### config.mk
export PLATFORM = sky130hd
export DESIGN_NAME = e1_qadd_arbiter
export DESIGN_NICKNAME = d
export VERILOG_FILES = /design/src/rtl/e1_qadd_arbiter.sv
export SDC_FILE = /design/constraint.sdc
export NUM_CORES = 1
export LEC_CHECK = 0
export CORE_AREA = 5 5 304 306
export CTS_CLUSTER_SIZE = 40
export DETAILED_ROUTE_END_ITERATION = 10
export DIE_AREA = 0 0 309 311
export PLACE_DENSITY = 0.41
export SKIP_LAST_GASP = 1
export SYNTH_ARGS = -nofsm -noshare
export SYNTH_HDL_FRONTEND = slang
export SYNTH_SLANG_ARGS = --single-unit
### constraint.sdc
create_clock -name clk -period 2.3 [get_ports clk]
set_clock_uncertainty 0.2 [all_clocks]
set_input_delay 0.46 -clock clk [delete_from_list [all_inputs] [get_ports clk]]
set_output_delay 0.46 -clock clk [all_outputs]
set_load 0.01 [all_outputs]
### src/rtl/e1_qadd_arbiter.sv
// -----------------------------------------------------------------------------
// e1_qadd_arbiter
//   Shares one E1_qadd fixed-point adder between NREQ requesters. A round-robin
//   arbiter accepts one request at a time. The operands are latched and sent
//   to the adder with a single a_en/b_en pulse. The arbiter then waits for
//   c_valid and returns the sum tagged with the requester id. A wait-cycle
//   timeout guards against a hung adder.
//
// Ports
//   clk          in   clock, rising edge
//   rst          in   asynchronous reset, active-low
//   req_valid    in   [NREQ]     per-requester request, held until req_ready
//   req_a/req_b  in   [NREQ*W]   operands, requester i at [i*W +: W]
//   req_ready    out  [NREQ]     one-hot single-cycle accept pulse
//   resp_valid   out             single-cycle result pulse
//   resp_id      out  [IDW]      requester that owns resp_data
//   resp_data    out  [W]        adder sum (0 on timeout)
//   resp_err     out             set together with resp_valid when the op timed out
//   err_sticky   out             set by any timeout, cleared only by reset
//   busy         out             high in every state except IDLE
//   add_a/add_b  out  [W]        operands to the adder, held until the next issue
//   add_a_en/add_b_en out        one-cycle operand strobe to the adder
//   add_c        in   [W]        adder result
//   add_c_valid  in              adder result strobe, ignored outside WAIT
// -----------------------------------------------------------------------------
module e1_qadd_arbiter #(
  parameter int W    = 64,
  parameter int NREQ = 4,
  parameter int IDW  = 2,
  parameter int TMO  = 255
) (
  input  logic              clk,
  input  logic              rst,
  input  logic [NREQ-1:0]   req_valid,
  input  logic [NREQ*W-1:0] req_a,
  input  logic [NREQ*W-1:0] req_b,
  output logic [NREQ-1:0]   req_ready,
  output logic              resp_valid,
  output logic [IDW-1:0]    resp_id,
  output logic [W-1:0]      resp_data,
  output logic              resp_err,
  output logic              err_sticky,
  output logic              busy,
  output logic [W-1:0]      add_a,
  output logic              add_a_en,
  output logic [W-1:0]      add_b,
  output logic              add_b_en,
  input  logic [W-1:0]      add_c,
  input  logic              add_c_valid
);

  localparam int CW = $clog2(TMO + 1);

  typedef enum logic [1:0] {S_IDLE, S_ISSUE, S_WAIT, S_DONE} state_t;

  state_t         state;
  logic [IDW-1:0] last_grant;
  logic [IDW-1:0] cur_id;
  logic [CW-1:0]  wait_cnt;

  logic [IDW-1:0]  grant;
  logic            grant_any;
  logic [W-1:0]    sel_a;
  logic [W-1:0]    sel_b;
  logic [NREQ-1:0] grant_onehot;

  // Round-robin search: start just after the last served requester and wrap.
  // NOTE: every always_comb output gets a default first, so no path can leave
  // it unassigned and infer a latch.
  always_comb begin
    grant     = '0;
    grant_any = 1'b0;
    for (int i = 1; i <= NREQ; i++) begin
      if (!grant_any && req_valid[IDW'((int'(last_grant) + i) % NREQ)]) begin
        grant     = IDW'((int'(last_grant) + i) % NREQ);
        grant_any = 1'b1;
      end
    end
  end

  // Operand slice and one-hot accept vector for the chosen requester.
  always_comb begin
    sel_a        = '0;
    sel_b        = '0;
    grant_onehot = '0;
    for (int i = 0; i < NREQ; i++) begin
      if (grant == IDW'(i)) begin
        sel_a           = req_a[i*W +: W];
        sel_b           = req_b[i*W +: W];
        grant_onehot[i] = 1'b1;
      end
    end
  end

  // Each output is set on the edge that enters its state. The output is then
  // valid for exactly the cycle spent in that state: req_ready and the adder
  // strobes during ISSUE, and resp_valid during DONE.
  // NOTE: sequential state uses non-blocking assignments only, so every
  // register samples values from before the edge.
  always_ff @(posedge clk or negedge rst) begin
    if (!rst) begin
      state      <= S_IDLE;
      last_grant <= IDW'(NREQ - 1);
      cur_id     <= '0;
      wait_cnt   <= '0;
      req_ready  <= '0;
      resp_valid <= 1'b0;
      resp_id    <= '0;
      resp_data  <= '0;
      resp_err   <= 1'b0;
      err_sticky <= 1'b0;
      busy       <= 1'b0;
      add_a      <= '0;
      add_a_en   <= 1'b0;
      add_b      <= '0;
      add_b_en   <= 1'b0;
    end else begin
      case (state)
        S_IDLE: begin
          if (grant_any) begin
            req_ready <= grant_onehot;
            cur_id    <= grant;
            add_a     <= sel_a;
            add_b     <= sel_b;
            add_a_en  <= 1'b1;
            add_b_en  <= 1'b1;
            busy      <= 1'b1;
            state     <= S_ISSUE;
          end
        end

        S_ISSUE: begin
          req_ready <= '0;
          add_a_en  <= 1'b0;
          add_b_en  <= 1'b0;
          wait_cnt  <= '0;
          state     <= S_WAIT;
        end

        S_WAIT: begin
          // A result arriving on the timeout cycle still wins.
          if (add_c_valid) begin
            resp_data  <= add_c;
            resp_err   <= 1'b0;
            resp_id    <= cur_id;
            resp_valid <= 1'b1;
            state      <= S_DONE;
          end else if (wait_cnt == CW'(TMO - 1)) begin
            resp_data  <= '0;
            resp_err   <= 1'b1;
            err_sticky <= 1'b1;
            resp_id    <= cur_id;
            resp_valid <= 1'b1;
            state      <= S_DONE;
          end else begin
            wait_cnt <= wait_cnt + CW'(1);
          end
        end

        S_DONE: begin
          resp_valid <= 1'b0;
          resp_err   <= 1'b0;
          last_grant <= cur_id;
          busy       <= 1'b0;
          state      <= S_IDLE;
        end

        default: state <= S_IDLE;
      endcase
    end
  end

endmodule
### Yosys cells after proc, flatten, opt, wreduce, memory -nomap -nowiden

Cells that the tools add are included.

* bits in registers: 217
* bits in latches: 0
* RAM bits: 0
* ROM bits: 0
* input bits: 583
* output and inout port bits: 204
* word-level logic and storage cells: 109
* memories: 0

* add/subtract/negate cells: 5
* multipliers: 0
* div/mod/pow operators: 0
* magnitude comparators: 4
* equality and inequality tests: 11
* shift-type cells: 0
* multiplexer cells: 53
* bitwise gates (word level): 1
* reduce and logical (&&, ||, !) cells: 21

Operator list (number)
* $mux W64: 10
* $mux W1: 20
* $mux W2: 9
* $lt A2 B4 Y1 const B: 4
* $mux W8: 2
* $pmux W8 S2: 1
* $reduce_and A2 Y1: 6
* $reduce_bool A2 Y1: 5
* $add A8 B1 Y8 const B: 1
* $bmux W1 S2: 4
* $eq A2 B2 Y1 const B: 4
* $eq A8 B8 Y1 const B: 1
* $pmux W1 S2: 4
* $pmux W2 S4: 1
* $pmux W4 S2: 1
* $ne A2 B2 Y1 const B: 3
* $reduce_and A3 Y1: 2
* $add A2 B1 Y2 const B: 2
* $add A2 B2 Y2 const B: 2
* $eq A2 B1 Y1 const B: 2
* $logic_not A2 Y1: 2
* $mux W4: 1
* $logic_and A1 B1 Y1: 3
* $logic_not A1 Y1: 3
* other kinds (2): 2

### Logic depth before layout (Yosys ltp)

Gate-level depths: netlist of run 1.

* word-level depth: 19
* mapped depth: 9
* gate-level depth less buffers: 7

### Least setup slack after synthesis of run 1

Ideal clock, no wire load.

* kind: register -> register
* from: register last_grant[1]
* to: register add_a[44]
* library setup time: 142 ps
* arrival time: 1690 ps
* required time: 1958 ps
* setup slack: 268 ps
* stages on the path, launching flop included: 10
* buffers on the path: 4
* clock period less this slack: 2032 ps
* cell sequence: dfstp_2 -> buf_6 -> nand2b_1 -> a21oi_1 -> o221ai_2 -> buf_6 -> buf_12 -> buf_12 -> mux2i_1 -> o221ai_1

* cells in the longest elaborated chain, start to end: 19
* elaborated cells between the ends (all ways): 39
* those cells by class: 4 x add/sub; 3 x eq/ne; 24 x mux; 8 x reduce/logical

Ends and longest elaborated chain
* start, declared: RTL line 57 `logic [IDW-1:0] last_grant;`
* start signal, assigned: RTL line 103 `last_grant <= IDW'(NREQ - 1);`
* start signal, assigned: RTL line 163 `last_grant <= cur_id;`
* $add A2 B1 Y2: RTL line 74, 75
* $bmux W1 S2: RTL line 74 `if (!grant_any && req_valid[IDW'((int'(last_grant) + i) % NREQ)]) begin`
* $mux W1 (not written as such) (2 in a row): RTL line 74
* $mux W1: RTL line 74
* $logic_not A1 Y1: RTL line 74
* $logic_and A1 B1 Y1: RTL line 74
* $mux W1: RTL line 74
* $logic_not A1 Y1: RTL line 74
* $logic_and A1 B1 Y1: RTL line 74
* $mux W1: RTL line 74
* $logic_not A1 Y1: RTL line 74
* $logic_and A1 B1 Y1: RTL line 74
* $mux W2: RTL line 74
* $logic_not A2 Y1: RTL line 87 `if (grant == IDW'(i)) begin`
* $mux W64 (4 in a row): RTL line 87
* end signal, assigned: RTL line 123 `add_a <= sel_a;`
* end, declared: RTL line 44 `output logic [W-1:0] add_a,`

Parallel ways exist; a longest one is shown, timed or not. The select of a mux whose other input is x is not followed.
A chain may end at the register's enable or synchronous reset.

### Final worst setup path of run 1

* from: register last_grant[1]
* to: register add_b[7]

* cells in the longest elaborated chain, start to end: 19
* elaborated cells between the ends (all ways): 39
* those cells by class: 4 x add/sub; 3 x eq/ne; 24 x mux; 8 x reduce/logical

Ends and longest elaborated chain
* $add A2 B1 Y2: RTL line 74, 75
* $bmux W1 S2: RTL line 74
* $mux W1 (not written as such) (2 in a row): RTL line 74
* $mux W1: RTL line 74
* $logic_not A1 Y1: RTL line 74
* $logic_and A1 B1 Y1: RTL line 74
* $mux W1: RTL line 74
* $logic_not A1 Y1: RTL line 74
* $logic_and A1 B1 Y1: RTL line 74
* $mux W1: RTL line 74
* $logic_not A1 Y1: RTL line 74
* $logic_and A1 B1 Y1: RTL line 74
* $mux W2: RTL line 74
* $logic_not A2 Y1: RTL line 87
* $mux W64 (4 in a row): RTL line 87
* end signal, assigned: RTL line 124 `add_b <= sel_b;`
* end, declared: RTL line 46 `output logic [W-1:0] add_b,`

Parallel ways exist; a longest one is shown, timed or not. The select of a mux whose other input is x is not followed.

==> flow_summary.ini, run 1 <==
[timing]
slew_headroom_pct = 72.7
setup_viol_count_final = 82
fin_crit_sh_pct = 104
fmax_ghz = 0.417
hold_viol_final = 0
grt_setup_unrepaired = yes
tns_ps = -3110
drv_slew = 0
fin_hold_ws_ps = 126
setup_ws_ps = -99.9
fin_crit_ps = 2400
worstMarginPinSlew_ps = 411

[setup_path]
critPathArrivalTime_ps = 2670
r2r_setup_slack_ps = -100
path_cells = nand2b_4, a21oi_4, o221ai_4, buf_6, bufbuf_16, buf_4, mux2i_1, buf_4, o221ai_1
timing.rr.start = last_grant[1]
path_common_cell = buf_4
worstSetupEndpointType = flip-flop
crit_type = reg -> reg
path_max_fanout = 4
start_kind = flip-flop
critPathMaxStageDelay_ps = 570
rr_worst_depth = 9
critPathSlowestCell = dfstp_2
required_ps = 2570
worstReg2RegEnd = add_b[7]

[synthesis]
synthesis.nets = 1577
yosys_most_used_dff = dfrtp_1
syn_area_um2 = 11700
synthCells = 987
synth_commonest_cells = 258 x mux2i_1, 215 x dfrtp_1, 143 x nand2_1, 128 x o221ai_1, 64 x a22o_1
synth.most_common_cell = mux2i_1
synth_edf_count = 0
netlist_top_cells_area = dfrtp_1 46%, mux2i_1 22%, o221ai_1 9.6%, a22o_1 4.8%, nand2_1 4.6%
syn_area_per_cell_um2 = 11.8
synth_largest_area_cell = dfrtp_1
ys_types = 43
synth-seq-cells = 217
yosys_warnings = 0
yosysTopAreaCellShare_pct = 46.1
async_flop_share_pct = 100
ys_seq_area_share_pct = 46.5

[cells_and_area]
multi_input_area_um2 = 5670
area_growth_pct = 100
fill_cells = 9442
drive_gt1_share_pct = 13.7
layout.nets = 2463
ff_latch_area_um2 = 5440

[pwr]
p_leak_uw = 0.0102
irDropWorstVdd_mv = 0.539
power_density_nw_per_um2 = 1150

[outcome]
violations = negative setup slack
outcome = finished with violations

[placed_design]
hpwl_mm = 54.1
place_congestion = 0.858
port_buffers = 786

[floorplan]
initial_utilization_pct = 13.1
die_y_um = 311
io_pins = 787
rows = 110
dieArea_um2 = 96100
fp.coreArea_um2 = 89300
die_w_um = 309

[global_routing]
grt_max_degree = 65
grt_pass1_vias = 13500
grt_pass1_wl_mm = 95.9
antenna_found_initial = 14
grt_usage_pct = 13.3
gr-total-overflow = 0

[clock_tree]
clkLatencyLatePin_ps = 590
cts-root-buf = clkbuf_16
numCtsBuffers = 31
cts_tree = built
clock-sinks = 217
cts_max_level = 1
clk_path_buf_depth = 3
clk_pin_slew_worst_paths_ps = 60

[routing]
first_pass_iters = 4
vias = 12100
final_antenna_net_count = 0
viasPerCell = 3.94
drt-total-wl_mm = 68.7
drtIter0Drc = 523
wl_per_cell_um = 22.3
drc = 0

[run]
max_cap_viol_count = 0

[hold_path]
hp-class = in -> async
registers in the layout (all words and copies together) (netlist names):
register and cells:
req_ready 4, state 2, resp_valid 1, resp_id 2
add_a 64, resp_err 1, err_sticky 1, busy 1
add_b 64, add_b_en 1, resp_data 64, cur_id 2
last_grant 2, wait_cnt 8
power by group:
group	switching (uW)	leakage (uW)	internal, uW
Combinational	6870	0.00702	8480
Clock	1940	0.000486	2760
Sequential	1190	0.00269	5670
area by class of cell:
type	instances	share of cell area (%)
tap	1176	6.29
sequential	217	23.2
clock inverter	8	0.257
antenna	9	0.0963
timing repair buffer	942	41.8
clock buffer	48	3.97
inverter	4	0.0642
multi-input combinational	677	24.2
layout by cell type, fill, tap and decap left out, types with 23 or more instances in the layout:
master | synthesis | final
clkdlybuf4s50_1 | 0 | 757
mux2i_1 | 258 | 227
dfrtp_1 | 215 | 211
nand2_1 | 143 | 141
o221ai_1 | 128 | 125
buf_4 | 2 | 95
a22o_1 | 64 | 64
buf_12 | 21 | 38
clkbuf_16 | 0 | 31
mux2i_2 | 0 | 23
how the worst max path moves through the flow:
stage,from,endpoint,slack (ps),depth (start not counted)
finish,last_grant[1],add_b[7],-100,9
global route,last_grant[1],add_b[63],-200,8
CTS,last_grant[1],add_a[43],-170,8
detailed placement,req_valid[3],add_b[31],-660,9
global placement,req_valid[3],add_b[31],-670,9
floorplan,last_grant[1],add_a[44],270,9
through the flow:
stage               util [%]  setup slack, ps  std cells  area (um^2)  power [uW]
floorplan                  -              268        987        11700       13600
global placement        24.2             -673       2988        21600       21400
detailed placement      24.2             -660       2988        21600       21500
CTS                     25.9             -172       3067        23100       27200
global route            26.2             -201       3079        23400       28600
finish                  26.2            -99.9       3081        23400       26900
logic make-up after synthesis:
group / synth area share (%)
DFF: 46.5
xor gates and xnor gates: 0.225
buffers and inverters: 7.29
adders and majority gates: 0.750
and+or+nand+nor: 6.48
AOI/OAI and AO/OA: 16.2
muxes: 22.6
worst max-delay path, delay by kind of cell, from the launching register on:
kind | cells | cell delay (ps)
flops | 1 | 570
mux | 1 | 190
simple gates | 1 | 140
compound gates | 3 | 420
buf+inv | 4 | 760
repair_timing:
item	in CTS	in global routing
cloned	7	0
pin swaps	4	8
buffers inserted	15	5
endpoints found under the hold margin	121	0
hold buffers	1	0
setup endpoints to repair	88	132
gates resized for setup	54	50
layer usage:
metal	share of wire [%]	GRT usage, %	vias up
met4	2.5	3.85	0
met3	7.9	4.01	65
li1	-	-	5570
met5	0	0	-
met2	52	24.2	500
met1	38	14.9	5991
Power figures use the tool's default switching activity.
==> run 2: changes to the inputs <==
- TNS_END_PERCENT: default -> 50
==> run 2 against run 1 <==
The flow still finishes with violations (negative setup slack). Hold slack improved by 1.1 ps. Combinational power about the same. Via count shrank 0.24%. Clock-buffer cell count unchanged. Largest cell class unchanged. Largest power group unchanged. Highest routed layer unchanged.
==> flow_summary.ini, run 2 (synthesis results as in run 1) <==
[global_routing]
grt_pass1_wl_mm = 95.9
grt_pass1_vias = 13500
grt_usage_pct = 13.3
gr-total-overflow = 0
antenna_found_initial = 14
grt_max_degree = 65

[floorplan]
rows = 110
fp.coreArea_um2 = 89300
die_y_um = 311
io_pins = 787
initial_utilization_pct = 13.1
dieArea_um2 = 96100
die_w_um = 309

[placed_design]
placed_area_um2 = 21600
dp.cells = 2988
hpwl_mm = 54.1
port_buffers = 786
place_congestion = 0.858

[clock_tree]
clkLatencyLatePin_ps = 590
cts-root-buf = clkbuf_16
clk_pin_slew_worst_paths_ps = 60
numCtsBuffers = 31
clock-sinks = 217
clk_path_buf_depth = 3
cts_tree = built
cts_max_level = 1

[run]
max_cap_viol_count = 0

[setup_path]
critPathMaxStageDelay_ps = 570
rr_worst_depth = 9
worstSetupEndpointType = flip-flop
worstReg2RegEnd = add_b[7]
required_ps = 2570
critPathArrivalTime_ps = 2670
timing.rr.start = last_grant[1]
start_kind = flip-flop
path_common_cell = buf_4
cp-startpoint = last_grant[1]
path_cells = nand2b_4, a21oi_4, o221ai_4, buf_6, bufbuf_16, buf_4, mux2i_1, buf_4, o221ai_1
r2r_setup_slack_ps = -100
crit_type = reg -> reg
path_max_fanout = 4
critPathSlowestCell = dfstp_2

[outcome]
violations = negative setup slack
outcome = finished with violations

[routing]
drc = 0
drtIter0Drc = 540
first_pass_iters = 6
final_antenna_net_count = 0
drt-total-wl_mm = 68.5
viasPerCell = 3.93
wl_per_cell_um = 22.2
vias = 12100

[cells_and_area]
drive_gt1_share_pct = 13.2
area_growth_pct = 99.5
layout_commonest_cell = clkdlybuf4s50_1
layout.nets = 2462
top_regs = add_a: 64 flops, add_b: 64 flops, resp_data: 64 flops
final_cell_area_um2 = 23300
mostFrequentLayoutCells = 774 x clkdlybuf4s50_1, 231 x mux2i_1, 211 x dfrtp_1
final_cell_count_no_fill = 3080

[timing]
fin_crit_sh_pct = 104
fin_hold_ws_ps = 127
setup_ws_ps = -97.7
setup_viol_count_final = 77
fin_crit_ps = 2400
grt_setup_unrepaired = yes
worstMarginPinSlew_ps = 408
drv_slew = 0
fmax_ghz = 0.417
hold_viol_final = 0
slew_headroom_pct = 72.9
tns_ps = -2810

[pwr]
power_density_nw_per_um2 = 1150
p_leak_uw = 0.0101
irDropWorstVdd_mv = 0.538

[hold_path]
hp-class = in -> async
==> run 2: cell type report <==
class	instances	area (um^2)
repair buffers	941	9730
fillers	9437	66000
inverters	4	15.0
flip-flops and latches	217	5440
multi-input cells	677	5630
clock buffers	48	930
clock inverters	8	60.1
well taps	1176	1470
diodes	9	22.5
==> run 2: how the worst max path moves through the flow <==
| stage | end | slack [ps] |
|---|---|---|
| CTS | add_a[43] | -170 |
| floorplan | add_a[44] | 270 |
| global route | add_a[8] | -200 |
| detailed placement | add_b[31] | -660 |
| global placement | add_b[31] | -670 |
| finish | add_b[7] | -100 |
==> run 2: layer usage <==
metal  global-route usage, %  part of all wire (%)  vias to the layer above
met3                    4.01                   7.8                       65
met5                       0                     0                        -
li1                        -                     -                     5565
met4                    3.85                   2.5                        0
met2                    24.2                    52                      489
met1                    14.9                    38                     5978
==> run 2: what timing repair did <==
action / in CTS / in global routing
setup buffers: 15 / 5
pin swaps: 3 / 3
resized for setup: 42 / 30
cloned: 7 / 0
hold endpoints to repair: 121 / 0
hold buffers: 1 / 0
setup endpoints to repair: 88 / 140
==> run 2: stage by stage <==
step	total power [uW]	setup slack (ps)	utilization, %
floorplan	13600	268	-
global route	28500	-196	26.1
detailed placement	21500	-660	24.2
CTS	27300	-172	25.9
global placement	21400	-673	24.2
finish	26800	-97.7	26.1
==> run 2: power breakdown <==
| part | total [uW] | switching [uW] | internal, uW |
|---|---|---|---|
| logic | 15300 | 6820 | 8450 |
| clock network | 4700 | 1940 | 2760 |
| registers | 6870 | 1200 | 5670 |
==> run 2: critical path: cells and delay by family, from the launching register on <==
kind | cells | cell delay (ps)
multiplexers | 1 | 190
AND/OR/NAND/NOR | 1 | 140
buffers and inverters | 4 | 750
AO/OA/AOI/OAI | 3 | 420
flip-flops | 1 | 570
